### config.mk
export PLATFORM = sky130hd
export DESIGN_NAME = sseg_scan_decoder
export DESIGN_NICKNAME = d
export VERILOG_FILES = /design/src/rtl/sseg_scan_decoder.sv
export SDC_FILE = /design/constraint.sdc
export NUM_CORES = 1
export LEC_CHECK = 0
export BUFFER_PORTS_ARGS = -buffer_cell sky130_fd_sc_hd__buf_2
export CAP_MARGIN = 20
export CORE_MARGIN = 5
export CORE_UTILIZATION = 25
export DETAILED_ROUTE_END_ITERATION = 7
export HOLD_SLACK_MARGIN = 0.1
export PLACE_DENSITY_LB_ADDON = 0.05
export REMOVE_ABC_BUFFERS = 1
export SYNTH_ARGS = -nofsm -noshare
export SYNTH_HDL_FRONTEND = slang
export SYNTH_SLANG_ARGS = --single-unit
export TNS_END_PERCENT = 50
### constraint.sdc
create_clock -name clk -period 4.5 [get_ports clk]
set_input_delay 0.9 -clock clk [delete_from_list [all_inputs] [get_ports clk]]
set_output_delay 0.9 -clock clk [all_outputs]
set_load 0.02 [all_outputs]
### src/rtl/sseg_scan_decoder.sv
// Recovers the four digits shown on a multiplexed, active-low seven-segment display
// by watching the anode scan and the segment lines, and publishes each completed frame.
//
// state  | meaning
// WAIT   | anode idle or invalid; nothing is being tracked
// SETTLE | one anode active; counting identical sampled cycles before capture
// HELD   | digit for the current anode captured; waiting for the anode to move on
module sseg_scan_decoder #(
  parameter int SETTLE  = 4,
  parameter int TIMEOUT = 1000000
) (
  input  logic        clk,
  input  logic        R,
  input  logic [3:0]  an,
  input  logic [6:0]  sseg,
  output logic [15:0] digits,
  output logic        frame_valid,
  output logic        changed,
  output logic        seg_err,
  output logic        stale
);

  typedef enum logic [1:0] {
    S_WAIT,
    S_SETTLE,
    S_HELD
  } state_t;

  localparam logic [3:0]  SETTLE_LAST = 4'(SETTLE - 1);
  localparam logic [19:0] TIMEOUT_MAX = 20'(TIMEOUT);

  state_t      state;
  logic [3:0]  an_s;
  logic [3:0]  an_p;
  logic [6:0]  sseg_s;
  logic [6:0]  sseg_p;
  logic [3:0]  cnt;
  logic [3:0]  cnt_next;
  logic [3:0]  mask;
  logic [15:0] hold;
  logic [19:0] tcnt;

  logic        an_valid;
  logic [1:0]  an_idx;
  logic [3:0]  slot_bit;
  logic        stable;
  logic        capture;
  logic        frame_done;
  logic [3:0]  nib;
  logic        nib_err;

  always_comb begin
    an_valid = 1'b0;
    an_idx   = 2'd0;
    case (an_s)
      4'b1110: begin an_valid = 1'b1; an_idx = 2'd0; end
      4'b1101: begin an_valid = 1'b1; an_idx = 2'd1; end
      4'b1011: begin an_valid = 1'b1; an_idx = 2'd2; end
      4'b0111: begin an_valid = 1'b1; an_idx = 2'd3; end
      default: begin an_valid = 1'b0; an_idx = 2'd0; end
    endcase
  end

  // Segment patterns are g..a, active-low; the two "short" forms of 6 and 9 are
  // accepted because many display drivers omit segment a on 6 and d on 9.
  always_comb begin
    nib     = 4'hE;
    nib_err = 1'b0;
    case (sseg_s)
      7'b1000000: nib = 4'h0;
      7'b1111001: nib = 4'h1;
      7'b0100100: nib = 4'h2;
      7'b0110000: nib = 4'h3;
      7'b0011001: nib = 4'h4;
      7'b0010010: nib = 4'h5;
      7'b0000010: nib = 4'h6;
      7'b0000011: nib = 4'h6;
      7'b1111000: nib = 4'h7;
      7'b0000000: nib = 4'h8;
      7'b0010000: nib = 4'h9;
      7'b0011000: nib = 4'h9;
      7'b1111111: nib = 4'hF;
      default: begin
        nib     = 4'hE;
        nib_err = 1'b1;
      end
    endcase
  end

  assign slot_bit   = 4'b0001 << an_idx;
  assign stable     = (an_s == an_p) && (sseg_s == sseg_p);
  assign cnt_next   = stable ? (cnt + 4'd1) : 4'd0;
  assign capture    = (state == S_SETTLE) && an_valid && (cnt_next >= SETTLE_LAST);
  assign frame_done = (mask == 4'hF);
  assign stale      = (tcnt == TIMEOUT_MAX);

  always_ff @(posedge clk or posedge R) begin
    if (R) begin
      an_s        <= 4'hF;
      an_p        <= 4'hF;
      sseg_s      <= 7'h7F;
      sseg_p      <= 7'h7F;
      state       <= S_WAIT;
      cnt         <= 4'd0;
      mask        <= 4'd0;
      hold        <= 16'h0000;
      digits      <= 16'h0000;
      frame_valid <= 1'b0;
      changed     <= 1'b0;
      seg_err     <= 1'b0;
      tcnt        <= 20'd0;
    end else begin
      an_s   <= an;
      sseg_s <= sseg;
      an_p   <= an_s;
      sseg_p <= sseg_s;

      seg_err     <= capture && nib_err;
      frame_valid <= frame_done;
      changed     <= frame_done && (hold != digits);

      if (frame_done) begin
        digits <= hold;
      end

      // A capture landing on the frame-complete edge starts the next frame's mask.
      mask <= (frame_done ? 4'h0 : mask) | (capture ? slot_bit : 4'h0);

      if (capture) begin
        hold[{an_idx, 2'b00} +: 4] <= nib;
      end

      if (frame_done) begin
        tcnt <= 20'd0;
      end else if (tcnt != TIMEOUT_MAX) begin
        tcnt <= tcnt + 20'd1;
      end

      case (state)
        S_WAIT: begin
          cnt <= 4'd0;
          if (an_valid) begin
            state <= S_SETTLE;
          end
        end
        S_SETTLE: begin
          if (!an_valid) begin
            state <= S_WAIT;
            cnt   <= 4'd0;
          end else if (capture) begin
            state <= S_HELD;
            cnt   <= 4'd0;
          end else begin
            cnt <= cnt_next;
          end
        end
        S_HELD: begin
          cnt <= 4'd0;
          if (an_s != an_p) begin
            state <= an_valid ? S_SETTLE : S_WAIT;
          end
        end
        default: begin
          state <= S_WAIT;
          cnt   <= 4'd0;
        end
      endcase
    end
  end

endmodule

# Word level (Yosys, flattened, before mapping)

Cells that the tools add are included.

Flip-flop bits (word level): 87
Latch bits: 0
RAM bits: 0
Bits in read-only memories: 0
Input port bits: 13
Memories kept: 0

Add/subtract/negate cells: 3
$mul: 0
Div/mod/pow operators: 0
Magnitude comparators: 1
Equality and inequality tests: 28
Shift operators: 3
Mux-type cells: 19
Bitwise operators: 1
Reduce and logical (&&, ||, !) cells: 13

Operator list:

| cell                   | count |
|---|---|
| $pmux 4 s11            | 1 |
| $mux 20                | 2 |
| $eq 7x5->1 const B     | 4 |
| $eq 7x7->1 const B     | 4 |
| $mux 4                 | 6 |
| $add 20x1->20 const B  | 1 |
| $eq 20x20->1 const B   | 1 |
| $ne 20x20->1 const B   | 1 |
| $bwmux 16              | 1 |
| $eq 4x4->1 const B     | 4 |
| $ne 16x16->1           | 1 |
| $shift 4x6->16 const A | 1 |
| $shiftx 4x6->16        | 1 |
| $eq 7x2->1 const B     | 2 |
| $eq 7x6->1 const B     | 2 |
| $reduce_or 13->1       | 1 |
| $pmux 2 s3             | 2 |
| $mux 2                 | 4 |
| $eq 7x7->1             | 1 |
| $logic_not 7->1        | 1 |
| $neg 4->6              | 1 |
| $logic_and 1x1->1      | 5 |
| $add 4x1->4 const B    | 1 |
| $eq 4x3->1 const B     | 1 |
| other kinds (15)       | 19 |

# Longest topological paths before layout

Gate-level depths: netlist (run 1).

Word-level depth: 8
Mapped depth: 8
Mapped depth without buffers: 7

# Worst setup path after synthesis (run 1)

OpenSTA, ideal clock, no wires.

Kind: reg2out
From: register tcnt[15]
To: output stale
Arrival time: 1,687 ps
Setup slack: 1,913 ps
Stages on the path, launching flop included: 3
Path buffers: 0
Cells stage by stage: dfrtp_1 -> or4_1 -> nor4_1

Word-level cells in the longest chain between the ends: 1

Ends and longest elaborated chain:

| what                   | RTL line | source |
|---|---|---|
| start, declared        | 41       | `logic [19:0] tcnt;` |
| start signal, assigned | 136      | `tcnt <= tcnt + 20'd1;` |
| $eq 20x20->1           | 95       | `assign stale = (tcnt == TIMEOUT_MAX);` |
| end, declared          | 20       | `output logic stale` |

Every way passes these cells.

# Worst setup path in the final report (run 1)

Same ends and word-level chain as after synthesis.

==> flow_summary.json, run 1 <==
{
  "status": "finished, final reports clean",
  "vias": 2858,
  "drive_above_1_share_pct": 22.0,
  "grt_overflow_total": 0,
  "setup_viol": 0,
  "rr_startpoint": "an_s[3]",
  "clock_skew_ns": 0.00683,
  "fillers": 1733,
  "grt_pass1_wl_mm": 15.7,
  "rrSetupSlack_ns": 2.19,
  "chipHeight_um": 139,
  "fp.dieArea_um2": 19500,
  "fin_crit_ns": 2.74,
  "ant_nets": 0,
  "critical_path_arrival_ns": 1.84,
  "num_io_pins": 33,
  "synth_top_area_share_pct": 38.8,
  "totalWireLength_mm": 9.25,
  "rsz0062_at_grt": "no",
  "synth_seq_cells": 87,
  "critPathCaptureType": "output port",
  "nets": 452,
  "hp-class": "reg -> reg",
  "hold_start": "an_s[1]",
  "num_rows": 47,
  "start_util_pct": 25.4,
  "cap_viol_max_count": 0,
  "first_global_vias": 2884,
  "dp_cells": 641,
  "die_x_um": 139,
  "dr.pass1.iters": 4,
  "drc_errors": 0,
  "yosysUniqueCellTypes": 56,
  "mappedNetlistArea_um2": 4190,
  "max_freq_mhz": 365,
  "crit_path_start_kind": "register",
  "synthesis.instances": 399,
  "rr_worst_depth": 7,
  "postSynth.asyncResetShare_pct": 100,
  "cp_num_buf_inv": 1,
  "setup_ws_ns": 1.76,
  "dpl_worst_slack_ns": 2.12,
  "area_delta_synth_final_pct": 17.3,
  "grt_max_degree": 38,
  "synth_edf_count": 0,
  "synth_area_leaders": "dfrtp_1 39%, dfstp_2 14%, nand2_1 5.6%, xnor2_1 5.2%, xor2_1 4.0%",
  "ir_drop_mv": 0.194,
  "yosysWarnings": 0,
  "r2r_end": "hold[9]",
  "antenna_found_initial": 0,
  "finalHoldViolCount": 0,
  "grt_use_total_pct": 10.3,
  "cts_tree": "yes",
  "cts_resized": 0,
  "worstSetupPathType": "reg -> out",
  "yosysTopAreaCell": "dfrtp_1",
  "synth_ff_type": "dfrtp_1",
  "place.gp.congestion": 0.738,
  "wl_per_cell_um": 14.1,
  "portBuffers": 32,
  "syn_area_per_cell_um2": 10.5,
  "clkLatencyLatePin_ns": 0.35,
  "path_cells": "or4_1, nor4_1, buf_2",
  "coreArea_um2": 16500,
  "fin_crit_sh_pct": 60.9,
  "clockBufferDepth": 2,
  "place_hpwl_mm": 6.62,
  "cp.required_ns": 3.60,
  "vias_per_cell": 4.35,
  "yosysSeqAreaShare_pct": 52.6,
  "whs_path_depth": 0,
  "slew_violations": 0,
  "cts_setup_buffers": 0,
  "h-tree-depth": 3,
  "clock-sinks": 87,
  "stdcell_area_um2": 4920,
  "slew_headroom_pct": 50.8,
  "power.density_nw_per_um2": 346,
  "worst_slew_pin_slew_ns": 0.731,
  "drt_first_iter_violations": 70,
  "critPathMaxStageDelay_ns": 0.58,
  "numCtsBuffers": 9,
  "p_leak_uw": 0.00224,
  "power.total_uw": 1700,
  "tns_ns": 0,
  "slowest_stage": "or4_1",
  "hold_buffers": 0,
  "cts_root_buf": "clkbuf_16",
  "placed_cell_area_um2": 4580,
  "diodes": 0,
  "crit_fanout": 5,
  "stdcell_count": 657,
  "clkSlewWorstSetupHoldPaths_ns": 0.06,
  "min_to": "an_p[1]",
  "cp_top_family": "simple AND/OR/NAND/NOR gates"
}
state kept, by name, summed over array words and instances, names as in the netlist, 2 cells and up:
register,flops
an_p,4
an_s,4
cnt,4
digits,16
hold,16
mask,4
sseg_p,7
sseg_s,7
state,2
tcnt,20
worst reg2reg max path, cell delays in order, from the launching register on:
cell and delay [ns]:
dfstp_2 0.61, xor2_1 0.16, and3_1 0.24, inv_1 0.08, ha_1 0.24, or3_1 0.44, or3_1 0.34, o21ai_1 0.12
stage by stage:
step / hold slack [ns] / utilization, %
6_report: 0.408 / 29.7
5_1_grt: 0.418 / 29.7
4_1_cts: 0.411 / 29.7
3_5_place_dp: 0.402 / 27.7
3_3_place_gp: 0.402 / 27.7
2_1_floorplan: 0.386 / -
where the power goes:
part	internal, µW	switching, µW
combinational	24.8	46.7
sequential	803	16.4
clock	506	306
total	1330	369
cell type report:
cell class              count  area [µm²]  share of cell area (%)
flip-flops and latches     87        2200                    44.8
multi-input cells         289        1880                    38.2
clock buffers              16         335                    6.82
well taps                 220         275                    5.60
repair buffers             35         183                    3.72
inverters                  10        38.8                   0.789
per-layer routing:
| metal | global-route usage, % | vias to the layer above | share of wire [%] |
|---|---|---|---|
| met3 | 3.84 | 6 | 3.9 |
| met5 | 0 | - | 0 |
| met2 | 15.4 | 39 | 44 |
| met1 | 13.9 | 1368 | 51 |
| met4 | 2.78 | 0 | 1.0 |
| li1 | - | 1445 | - |
cell families (layout without fill, tap and decap cells):
kind of cell | count (synthesis) | after routing | synth area share (%)
AOI/OAI and AO/OA | 48 | 48 | 7.88
xor gates and xnor gates | 46 | 46 | 9.97
adders and majority gates | 7 | 7 | 2.09
buffers and inverters | 24 | 61 | 2.66
DFF | 87 | 87 | 52.6
muxes | 9 | 9 | 2.39
other | 1 | 2 | 0.0895
and+or+nand+nor | 177 | 177 | 22.3
Yosys cell counts (2+ instances only):
cell type,count
and2_1,4
a21o_1,7
nor2_4,2
nand3_1,11
o21ai_1,8
nor4_4,2
nor2_1,32
o21ai_0,12
nor4_1,5
a21oi_1,5
nor4_2,2
dfrtp_1,65
o2111ai_1,2
xor2_1,19
inv_1,8
nor3b_1,3
buf_6,2
or3b_1,2
o311a_1,2
nand4_1,11
o211ai_1,4
nand4b_1,3
xnor2_1,25
buf_1,3
xor2_2,2
nor3_1,9
inv_2,2
and3_1,7
dfstp_2,22
ha_1,7
nor2b_1,2
or3_1,9
buf_2,5
clkbuf_1,4
nand2_1,63
mux2_2,8
placed cells by master, fill, tap and decap left out, types with 9 or more instances in the layout:
| cell type | netlist | layout |
|---|---|---|
| o21ai_0 | 12 | 12 |
| dfrtp_1 | 65 | 65 |
| nand2_1 | 63 | 63 |
| nand4_1 | 11 | 11 |
| dfstp_2 | 22 | 22 |
| or3_1 | 9 | 9 |
| xnor2_1 | 25 | 25 |
| clkbuf_16 | 0 | 12 |
| xor2_1 | 19 | 19 |
| nor2_1 | 32 | 32 |
| nor3_1 | 9 | 9 |
| buf_2 | 5 | 32 |
| nand3_1 | 11 | 11 |
worst max path at each step:
| stage | slack, ns | cells past startpoint | to | startpoint |
|---|---|---|---|---|
| after floorplan | 1.39 | 1 | changed | R |
| after global placement | 2.16 | 3 | stale | tcnt[15] |
| after detailed placement | 2.12 | 3 | stale | tcnt[15] |
| after CTS | 1.73 | 3 | stale | tcnt[15] |
| after global routing | 1.72 | 3 | stale | tcnt[15] |
| final | 1.76 | 3 | stale | tcnt[15] |
No activity file was read; power rests on OpenSTA's default activity.
==> run 2, diff against run 1 <==
==> constraint.sdc (replaced) <==
create_clock -name clk -period 2.27 [get_ports clk]
set_input_delay 0.454 -clock clk [delete_from_list [all_inputs] [get_ports clk]]
set_output_delay 0.454 -clock clk [all_outputs]
set_load 0.02 [all_outputs]
==> flow_summary.json, run 2 (same netlist as run 1, synthesis figures left out) <==
{
  "slew_violations": 0,
  "critPathMaxStageDelay_ns": 0.63,
  "num_rows": 47,
  "seqPwrFrac_pct": 46.9,
  "critPathCaptureType": "register",
  "p_int_uw": 2680,
  "fin_crit_sh_pct": 98.5,
  "dr.pass1.iters": 4,
  "crit_top_cell": "or3_4",
  "layout_common_cells": "65 x dfrtp_1, 63 x nand2_1, 32 x buf_2",
  "clock_skew_ns": 0.00912,
  "numCtsBuffers": 9,
  "regMostFlops": "tcnt",
  "rsz0062_at_grt": "yes",
  "switching_share_pct": 21.9,
  "vias_per_cell": 4.38,
  "fillers": 1720,
  "fin_crit_ns": 2.24,
  "num_io_pins": 33,
  "worst_slew_pin_slew_ns": 0.515,
  "mostFrequentLayoutCell": "dfrtp_1",
  "slew_headroom_pct": 65.7,
  "drt_first_iter_violations": 85,
  "clock-sinks": 87,
  "fin_util_pct": 31.0,
  "place.gp.congestion": 0.724,
  "critical_path_arrival_ns": 2.51,
  "stdcell_area_um2": 5130,
  "p_switching_uw": 754,
  "rr_worst_depth": 7,
  "cp.required_ns": 2.54,
  "portBuffers": 32,
  "rrSetupSlack_ns": 0.03,
  "area_delta_synth_final_pct": 22.3,
  "hp-class": "in -> async",
  "placed_cell_area_um2": 4700,
  "status": "finished, final reports clean",
  "nets": 470,
  "grt_pass1_wl_mm": 16.1,
  "wl_per_cell_um": 14.4,
  "crit_path_start_kind": "register",
  "dp_cells": 655,
  "grt_overflow_total": 0,
  "drive_above_1_share_pct": 27.5,
  "fp.dieArea_um2": 19500,
  "cap_viol_max_count": 0,
  "whs_ns": 0.202,
  "start_util_pct": 25.4,
  "grt_max_degree": 88,
  "vias": 2954,
  "clockBufferDepth": 2,
  "grt_use_total_pct": 10.6,
  "drc_errors": 0,
  "slowest_stage": "dfstp_2",
  "p_leak_uw": 0.00233,
  "totalWireLength_mm": 9.73,
  "die_x_um": 139,
  "cts_tree": "yes",
  "largest_register_ffs": 20,
  "antenna_found_initial": 0,
  "cts_root_buf": "clkbuf_16",
  "h-tree-depth": 3,
  "hold_buffers": 0,
  "crit_fanout": 6,
  "chipHeight_um": 139,
  "path_cells": "xor2_1, and3_4, inv_1, ha_2, or3_4, or3_4, o21ai_1",
  "reg.largest.list": "tcnt x20, digits x16, hold x16",
  "place_hpwl_mm": 6.96,
  "ir_drop_mv": 0.329,
  "max_freq_mhz": 447,
  "p_clk_share_pct": 47.7,
  "setup_viol": 0,
  "diodes": 0,
  "coreArea_um2": 16500,
  "clkLatencyLatePin_ns": 0.35,
  "setup_ws_ns": 0.0329,
  "r2r_end": "hold[9]",
  "dpl_worst_slack_ns": -0.00963,
  "first_global_vias": 2924,
  "rr_startpoint": "an_s[3]",
  "power.density_nw_per_um2": 670,
  "finalHoldViolCount": 0,
  "worstSetupPathType": "reg -> reg",
  "ant_nets": 0,
  "comb_power_share_pct": 5.3,
  "clkSlewWorstSetupHoldPaths_ns": 0.06,
  "stdcell_count": 675
}
run 2: power groups by stage:
stage                     combinational, µW  sequential [µW]  clock (µW)
after floorplan                         104             1640           0
after global placement                  181             1640           0
after detailed placement                180             1640           0
after CTS                               182             1610        1710
after global routing                    210             1620        1770
final                                   183             1610        1640
run 2: cell type report:
class / count / area, µm² / share of cell area, %
Clock buffer: 13 / 260 / 5.08
Clock inverter: 3 / 65.1 / 1.27
Inverter: 10 / 41.3 / 0.805
Multi-Input combinational cell: 289 / 1950 / 38.0
Sequential cell: 87 / 2200 / 43.0
Tap cell: 220 / 275 / 5.37
Timing Repair Buffer: 53 / 330 / 6.44
run 2: routing by layer:
metal  share of wire (%)  track usage, %  wire length (µm)
met2                  44            15.3              4280
met3                 2.9            2.30               279
met5                   0               0                 0
met4                 2.3            5.41               228
met1                  51            14.8              4940
run 2: critical path, delay by kind of cell, from the launching register on:
kind / cells / cell delay (ns)
AOI/OAI and AO/OA: 1 / 0.14
xor gates and xnor gates: 1 / 0.16
adders and majority gates: 1 / 0.21
buffers and inverters: 1 / 0.07
DFF: 1 / 0.63
and+or+nand+nor: 3 / 0.95
run 2: stage by stage:
step / setup TNS (ns) / total power (µW)
2_1_floorplan: -25.86 / 1750
5_1_grt: -0.0685 / 3590
3_5_place_dp: -0.00963 / 1820
6_report: 0 / 3440
3_3_place_gp: 0 / 1820
4_1_cts: 0 / 3500
run 2: timing repair:
action	in CTS	in global routing
endpoints found under the setup margin	2	9
gates cloned	0	0
resized for setup	3	11
setup buffers	1	3
pin swaps	0	5
hold endpoints to repair	0	0
run 2: worst max-delay path by stage:
stage	from	endpoint	slack, ns
4_1_cts	tcnt[7]	stale	0.005
3_5_place_dp	an_s[3]	hold[9]	-0.01
5_1_grt	an_s[3]	hold[9]	-0.03
6_report	an_s[3]	hold[9]	0.03
2_1_floorplan	R	changed	-0.40
3_3_place_gp	an_s[3]	hold[9]	0.08
